### src/rtl/lf_pid_nav.sv
// Line-follower navigation controller: sensor thresholding, node debounce,
// path-driven turn sequencing and a two-stage PID duty pipeline.
//
// state | meaning
// ------+-----------------------------------------------------------
// IDLE  | waiting for en and a loaded path; duties held at 0
// TRACK | following the line with PID on the pattern error
// NODE  | all sensors on, debouncing a possible junction
// TURN  | executing a turn with a forced error until re-centred
// LOST  | line lost too long; duties 0, integral cleared
// DONE  | last path entry consumed; duties 0, path_done high
module lf_pid_nav #(
  parameter int N_SENS   = 3,
  parameter int ADC_W    = 12,
  parameter int THR      = 1200,
  parameter int ERR_W    = 9,
  parameter int ERR_STEP = 3,
  parameter int KP       = 4,
  parameter int KD       = 3,
  parameter int KI       = 0,
  parameter int ISUM_LIM = 30,
  parameter int BASE_PWM = 22,
  parameter int TURN_ERR = 6,
  parameter int NODE_DEB = 6,
  parameter int TURN_MIN = 4,
  parameter int LOST_LIM = 50,
  parameter int PATH_LEN = 10,
  localparam int CNT_W   = $clog2(PATH_LEN+1)
) (
  input  logic                    clk_50,
  input  logic                    rst_n,
  input  logic                    en,
  input  logic                    sample_valid,
  input  logic [N_SENS*ADC_W-1:0] lsa,
  input  logic                    path_load,
  input  logic [2*PATH_LEN-1:0]   path,
  input  logic [CNT_W-1:0]        path_len,
  input  logic [1:0]              init_heading,
  output logic signed [ERR_W-1:0] duty_cycle1,
  output logic signed [ERR_W-1:0] duty_cycle2,
  output logic                    duty_valid,
  output logic signed [ERR_W-1:0] delta,
  output logic [CNT_W-1:0]        node_count,
  output logic [2:0]              state,
  output logic                    path_done
);
  localparam int WW = ERR_W + 8;
  localparam int LW = $clog2(LOST_LIM+1);
  localparam int DW = $clog2(NODE_DEB+1);
  localparam int TW = $clog2(TURN_MIN+1);

  localparam logic [ADC_W-1:0]        THR_W   = ADC_W'(THR);
  localparam logic [N_SENS-1:0]       CENTRE  = {{(N_SENS/2){1'b0}}, 1'b1, {(N_SENS/2){1'b0}}};
  localparam logic [LW-1:0]           LOST_LD = LW'(LOST_LIM);
  localparam logic [DW-1:0]           DEB_LD  = DW'(NODE_DEB-1);
  localparam logic [TW-1:0]           TURN_LD = TW'(TURN_MIN-1);
  localparam logic [CNT_W-1:0]        PLEN_MX = CNT_W'(PATH_LEN);
  localparam logic signed [ERR_W-1:0] TURN_E  = ERR_W'(TURN_ERR);
  localparam logic signed [ERR_W-1:0] MAX_E   = ERR_W'(2**(ERR_W-1)-1);
  localparam logic signed [WW-1:0]    MAX_W   = WW'(2**(ERR_W-1)-1);
  localparam logic signed [WW-1:0]    ISUM_W  = WW'(ISUM_LIM);
  localparam logic signed [WW-1:0]    KP_W    = WW'(KP);
  localparam logic signed [WW-1:0]    KD_W    = WW'(KD);
  localparam logic signed [WW-1:0]    KI_W    = WW'(KI);
  localparam logic signed [WW-1:0]    BASE_W  = WW'(BASE_PWM);

  typedef enum logic [2:0] {
    S_IDLE = 3'd0, S_TRACK = 3'd1, S_NODE = 3'd2,
    S_TURN = 3'd3, S_LOST = 3'd4, S_DONE = 3'd5
  } st_t;

  function automatic logic signed [WW-1:0] sx(input logic signed [ERR_W-1:0] v);
    return {{(WW-ERR_W){v[ERR_W-1]}}, v};
  endfunction

  function automatic logic signed [ERR_W-1:0] sat(input logic signed [WW-1:0] v);
    if (v > MAX_W)       return MAX_E;
    else if (v < -MAX_W) return -MAX_E;
    else                 return v[ERR_W-1:0];
  endfunction

  st_t                    st;
  logic [N_SENS-1:0]      pat;
  logic                   all_on, all_off, centre_only;
  int                     lo_idx, hi_idx;
  logic signed [ERR_W-1:0] pat_err;
  logic signed [ERR_W-1:0] err_q, prev_q, integ;
  logic                   ctr_q, s1_valid, path_ok;
  logic [2*PATH_LEN-1:0]  path_q;
  logic [CNT_W-1:0]       plen_q;
  logic [1:0]             heading, entry, rel;
  logic [LW-1:0]          lost_tmr;
  logic [DW-1:0]          deb_tmr;
  logic [TW-1:0]          turn_tmr;
  logic signed [WW-1:0]   e_w, diff_w, isum_w, ieff_w, raw_w, d_w;
  logic signed [ERR_W-1:0] int_nx, d_sat, dc1, dc2;

  assign state = st;

  // Threshold each sensor word into the on/off pattern.
  always_comb begin
    pat = '0;
    for (int i = 0; i < N_SENS; i++) pat[i] = lsa[i*ADC_W +: ADC_W] > THR_W;
  end

  // Line error from the outermost active sensors, plus node/turn lookups.
  always_comb begin
    lo_idx = 0;
    hi_idx = 0;
    for (int i = N_SENS-1; i >= 0; i--) if (pat[i]) lo_idx = i;
    for (int i = 0; i < N_SENS; i++) if (pat[i]) hi_idx = i;
    pat_err     = ERR_W'((lo_idx + hi_idx - (N_SENS-1)) * ERR_STEP);
    all_on      = &pat;
    all_off     = ~|pat;
    centre_only = (pat == CENTRE);
    entry       = path_q[{node_count, 1'b0} +: 2];
    rel         = entry - heading;
  end

  // Stage 1: path latch, navigation FSM and error selection.
  always_ff @(posedge clk_50 or negedge rst_n) begin
    if (!rst_n) begin
      st         <= S_IDLE;
      err_q      <= '0;
      prev_q     <= '0;
      ctr_q      <= 1'b0;
      s1_valid   <= 1'b0;
      path_ok    <= 1'b0;
      path_q     <= '0;
      plen_q     <= '0;
      heading    <= 2'b00;
      node_count <= '0;
      path_done  <= 1'b0;
      lost_tmr   <= LOST_LD;
      deb_tmr    <= DEB_LD;
      turn_tmr   <= TURN_LD;
    end else begin
      s1_valid <= 1'b0;
      if (path_load && (st == S_IDLE || st == S_DONE)) begin
        // A load in the same cycle as a strobe swallows the sample.
        path_q     <= path;
        plen_q     <= (path_len > PLEN_MX) ? PLEN_MX : path_len;
        heading    <= init_heading;
        node_count <= '0;
        path_ok    <= (path_len != '0);
        st         <= S_IDLE;
        path_done  <= 1'b0;
      end else if (sample_valid) begin
        prev_q   <= err_q;
        ctr_q    <= centre_only;
        s1_valid <= 1'b1;
        if (!en) begin
          st        <= S_IDLE;
          path_done <= 1'b0;
          if (st == S_IDLE) s1_valid <= 1'b0;
        end else begin
          case (st)
            S_IDLE: begin
              if (path_ok) begin
                st       <= S_TRACK;
                lost_tmr <= LOST_LD;
                if (!all_on && !all_off) err_q <= pat_err;
              end else begin
                s1_valid <= 1'b0;
              end
            end
            S_TRACK: begin
              if (all_on) begin
                st      <= S_NODE;
                deb_tmr <= DEB_LD;
              end else if (all_off) begin
                if (lost_tmr == LW'(1)) begin
                  st       <= S_LOST;
                  lost_tmr <= LOST_LD;
                end else begin
                  lost_tmr <= lost_tmr - LW'(1);
                end
              end else begin
                err_q    <= pat_err;
                lost_tmr <= LOST_LD;
              end
            end
            S_NODE: begin
              if (!all_on) begin
                st       <= S_TRACK;
                lost_tmr <= LOST_LD;
              end else if (deb_tmr == DW'(1)) begin
                node_count <= node_count + CNT_W'(1);
                heading    <= entry;
                lost_tmr   <= LOST_LD;
                // Completing the path wins over any turn the entry encodes.
                if (node_count + CNT_W'(1) == plen_q) begin
                  st        <= S_DONE;
                  path_done <= 1'b1;
                end else if (rel == 2'd0) begin
                  st <= S_TRACK;
                end else begin
                  st       <= S_TURN;
                  turn_tmr <= TURN_LD;
                  err_q    <= (rel == 2'd3) ? -TURN_E : TURN_E;
                end
              end else begin
                deb_tmr <= deb_tmr - DW'(1);
              end
            end
            S_TURN: begin
              if (turn_tmr == '0) begin
                if (centre_only) begin
                  st       <= S_TRACK;
                  lost_tmr <= LOST_LD;
                end
              end else begin
                turn_tmr <= turn_tmr - TW'(1);
              end
            end
            S_LOST: begin
              if (!all_off) begin
                st       <= S_TRACK;
                lost_tmr <= LOST_LD;
                if (!all_on) err_q <= pat_err;
              end
            end
            S_DONE:  s1_valid <= 1'b0;
            default: st <= S_IDLE;
          endcase
        end
      end
    end
  end

  // PID arithmetic in the widened domain, saturated back to ERR_W.
  always_comb begin
    e_w    = sx(err_q);
    diff_w = e_w - sx(prev_q);
    isum_w = sx(integ) + e_w;
    if (isum_w > ISUM_W)       int_nx = ISUM_W[ERR_W-1:0];
    else if (isum_w < -ISUM_W) int_nx = -ISUM_W[ERR_W-1:0];
    else                       int_nx = isum_w[ERR_W-1:0];
    if (st == S_LOST || ctr_q) int_nx = '0;
    ieff_w = sx(int_nx);
    raw_w  = KP_W*e_w + KD_W*diff_w + KI_W*ieff_w;
    d_sat  = sat(raw_w);
    d_w    = sx(d_sat);
    dc1    = sat(BASE_W - d_w);
    dc2    = sat(BASE_W + d_w);
  end

  // Stage 2: register correction and duties, pulse duty_valid.
  always_ff @(posedge clk_50 or negedge rst_n) begin
    if (!rst_n) begin
      delta       <= '0;
      duty_cycle1 <= '0;
      duty_cycle2 <= '0;
      duty_valid  <= 1'b0;
      integ       <= '0;
    end else begin
      duty_valid <= s1_valid;
      if (s1_valid) begin
        if (st == S_IDLE || st == S_DONE) begin
          delta       <= '0;
          duty_cycle1 <= '0;
          duty_cycle2 <= '0;
          integ       <= '0;
        end else begin
          delta       <= d_sat;
          integ       <= int_nx;
          duty_cycle1 <= (st == S_LOST) ? '0 : dc1;
          duty_cycle2 <= (st == S_LOST) ? '0 : dc2;
        end
      end
    end
  end
endmodule
### config.mk
export PLATFORM = sky130hd
export DESIGN_NAME = lf_pid_nav
export DESIGN_NICKNAME = d
export VERILOG_FILES = /design/src/rtl/lf_pid_nav.sv
export SDC_FILE = /design/constraint.sdc
export NUM_CORES = 1
export LEC_CHECK = 0
export CORE_MARGIN = 10
export CORE_UTILIZATION = 59
export DETAILED_ROUTE_END_ITERATION = 8
export PLACE_DENSITY = 0.89
export SYNTH_ARGS = -nofsm -noshare
export SYNTH_HDL_FRONTEND = slang
export SYNTH_SLANG_ARGS = --single-unit
### constraint.sdc
create_clock -name clk_50 -period 13.69 [get_ports clk_50]
set_input_delay 1.369 -clock clk_50 [delete_from_list [all_inputs] [get_ports clk_50]]
set_output_delay 1.369 -clock clk_50 [all_outputs]
set_load 0.05 [all_outputs]
==> summary.md <==
| Metric | Value |
|---|---|
| Status | complete, no violations |
| R2R setup slack | 6.63 ns |
| Synth async-reset ratio | 1.00 |
| Main flop type after synthesis | dfrtp_1 |
| Required @ worst endpoint | around 14 ns |
| Hold WS | 0.483 ns |
| Root Driver | clkbuf_8 |
| Final period util | 0.516 |
| Router iterations before antenna repair | 5 |
| Synth Cell Area | 6140 um2 |
| Filler Cell Count | 746 |
| Cells after synthesis | 698 |
| Setup TNS | 0 ns |
| Max FO, Critical Path | 7 |
| Slowest cell delay on critical path | roughly 0.49 ns |
| Slew Viols, Final | 0 |
| Setup crit end kind | register |
| Routability Congestion | 0.930 |
| Syn_nets | 825 |
| DP HPWL | around 12 mm |
| Kind of cell adding the most delay to the critical path | compound AO/OA/AOI/OAI gates |
| Area delta synth->final | 21.6% |
| Vias/cell | just under 6 |
| Worst-Skew Late Latency | 0.38 ns |
| Die footprint | 14,900 um2 |
| Synth warnings | 0 |
| I/O Pins | about 100 |
| Global-route wire length before repair | 26.8 mm |
| Register area share after synthesis | 0.360 |
| Net count, final | 916 |
| Ratio of cells with drive above 1 in the final layout | 0.0693 |
| #FFs+latches synth | about 90 |
| Slew @ Worst Pin | 1.11 ns |
| Detail Route Antenna Nets | 0 |
| Count of cells resized by post-cts repair | 0 |
| Register area | 2210 um2 |
| Syn_area_per_cell | 8.80 um2 |
| RSZ-0062 raised after global routing | false |
| CTS Hold Bufs | 0 |
| Max Cap Viol | 0 |
| Metal2 WL | 8.30 mm |
| Wire per inst | roughly 17 um |
| Vias in the first global route | 5,689 |
| H-tree lvl count | 3 |
| Met3 wire len | 1.06 mm |
| Final setup vio count | 0 |
| Worst Path Buf+Inv | 4 |
| Pin count of the biggest net entering global routing | 61 |
| Hold Path Stages | 2 |
| Nature of the critical path startpoint | register |
| Port Buffers | 102 |
| Clock Sinks | 88 |
| Post-synth EDFFs | 0 |
| DR top layer | met4 |
| GR Overflow Total | 0 |
| Die X | 122 um |
| Setup CP Type | reg -> reg |
| Headroom to the max-slew limit | 0.261 |
| Num CTS Buffers | 9 |
| Distinct cell type count after synthesis | 67 |
| Antenna cells | 0 |
| Final period demand of the worst path | 7.06 ns |
| WP depth | 28 |
| Drc violations | 0 |
| Overall routing resource usage | 0.218 |
| Clk buf depth | 2 |
| Via count | 5,497 |
| Routed metal-1 wirelength | 6.30 mm |
| Initial antenna violation count | 0 |
| F_max | 0.142 GHz |
| Core box area | 10,200 um2 |
| Final instance area | roughly 7500 um2 |
| Routed wire length | 15.9 mm |
| Final Skew | between 0.015 and 0.02 ns |
| Area of the multi-input gates | around 3600 um2 |
| Final Hold Fails | 0 |
| Die Y | ~120 um |
| 1st-iter DRT viols | between 400 and 500 |
| Cell Rows | 37 |
| Number of buffers added for setup after CTS | 0 |
| Reg clk slew, reported paths | roughly 0.09 ns |
| DP Area | about 7300 um2 |
| Slowest cell on crit path | o21ai_1 |
| Cells on worst reg2reg path | 28 |
| CTS tree | done |
| Crit path DAT | 7.33 ns |
| Worst hold path class | reg -> reg |
| Starting Density | 0.600 |
## worst register-to-register path, delay by kind of cell, from the launching register on
family	cells	cell delay [ns]
compound gates	14	3.77
fa+ha+maj	5	1.54
xor+xnor	1	0.15
flops	1	0.39
simple gates	4	0.76
buf+inv	4	0.35
## kinds of logic after synthesis
group / after synthesis / share of synthesized area
flip-flops: 88 / 0.360
adder cells (fa/ha/maj): 60 / 0.137
AO/OA/AOI/OAI: 165 / 0.183
XOR/XNOR: 30 / 0.0440
multiplexers: 12 / 0.0291
buffers and inverters: 89 / 0.0548
AND/OR/NAND/NOR: 254 / 0.192
## layer usage
layer | GRT usage | vias to the layer above
met5 | 0 | -
met4 | 0.0723 | 0
met3 | 0.0546 | 33
met2 | 0.390 | 221
met1 | 0.249 | 2638
li1 | - | 2605
## placed cells by master, fill, tap and decap left out, types with 8 or more instances in the layout
master,Yosys,final
o21ai_0,42,42
nand2b_1,14,14
inv_1,64,64
nor3_1,12,12
nor2b_1,20,20
xnor2_1,17,17
o22ai_1,9,9
xor2_1,12,12
ha_1,48,48
a31oi_1,8,8
nand2_1,117,117
fa_1,12,12
o2bb2ai_1,8,8
a21oi_1,32,32
clkdlybuf4s50_1,0,101
nand3_1,16,16
clkbuf_8,0,10
nor2_1,42,42
dfrtp_1,81,81
## synthesized netlist by cell type, types with 7 or more instances
cell type  count  area (um2)
o21ai_0       42         210
nand3_1       16        80.1
o2bb2ai_1      8        70.1
fa_1          12         240
xor2_1        12         105
nand2b_1      14        87.6
ha_1          48         601
o22ai_1        9        56.3
a31oi_1        8        50.1
nor2b_1       20         125
clkbuf_1      23        86.3
dfstp_2        7         184
nand2_1      117         439
mux2_2         7        78.8
nor3_1        12        60.1
inv_1         64         240
nor2_1        42         158
dfrtp_1       81        2030
xnor2_1       17         149
a21oi_1       32         160
## metrics by stage
| step | cells | utilization | setup slack (ns) |
|---|---|---|---|
| after floorplan | 698 | - | 7.63 |
| final | 930 | 0.730 | 6.63 |
| after detailed placement | 914 | 0.709 | 6.72 |
| after global routing | 930 | 0.730 | 6.00 |
| after CTS | 930 | 0.730 | 6.69 |
| after global placement | 914 | 0.709 | 6.93 |
## flip-flops by register name, indices dropped and copies added (netlist names), 2 cells and up
| signal | cells |
|---|---|
| state | 3 |
| duty_cycle1 | 9 |
| plen_q | 4 |
| prev_q | 6 |
| heading | 2 |
| turn_tmr | 3 |
| err_q | 6 |
| node_count | 4 |
| lost_tmr | 6 |
| deb_tmr | 3 |
| path_q | 20 |
| delta | 9 |
| duty_cycle2 | 9 |
## path summary, 6_finish.rpt
check                                      startpoint                         end
worst max-delay path            prev_q[1]$_DFFE_PN0P_  duty_cycle1[7]$_DFFE_PN0P_
worst min-delay path            path_q[4]$_DFFE_PN0P_       path_q[4]$_DFFE_PN0P_
worst max register to register  prev_q[1]$_DFFE_PN0P_  duty_cycle1[7]$_DFFE_PN0P_
worst min register to register  path_q[4]$_DFFE_PN0P_       path_q[4]$_DFFE_PN0P_
max in group asynchronous                       rst_n   node_count[3]$_DFFE_PN0P_
min in group asynchronous                       rst_n  duty_cycle2[8]$_DFFE_PN0P_
## layout make-up
class / count / area share
inverter: 64 / 0.0322
tap: 136 / 0.0228
clock inverter: 6 / 0.0100
timing repair buffer: 105 / 0.139
clock buffer: 10 / 0.0184
multi-input combinational: 521 / 0.481
sequential: 88 / 0.296
Power is left out: the tool's default activity adds up to more than one toggle a clock period on the data nets, which glitch-free logic cannot reach.
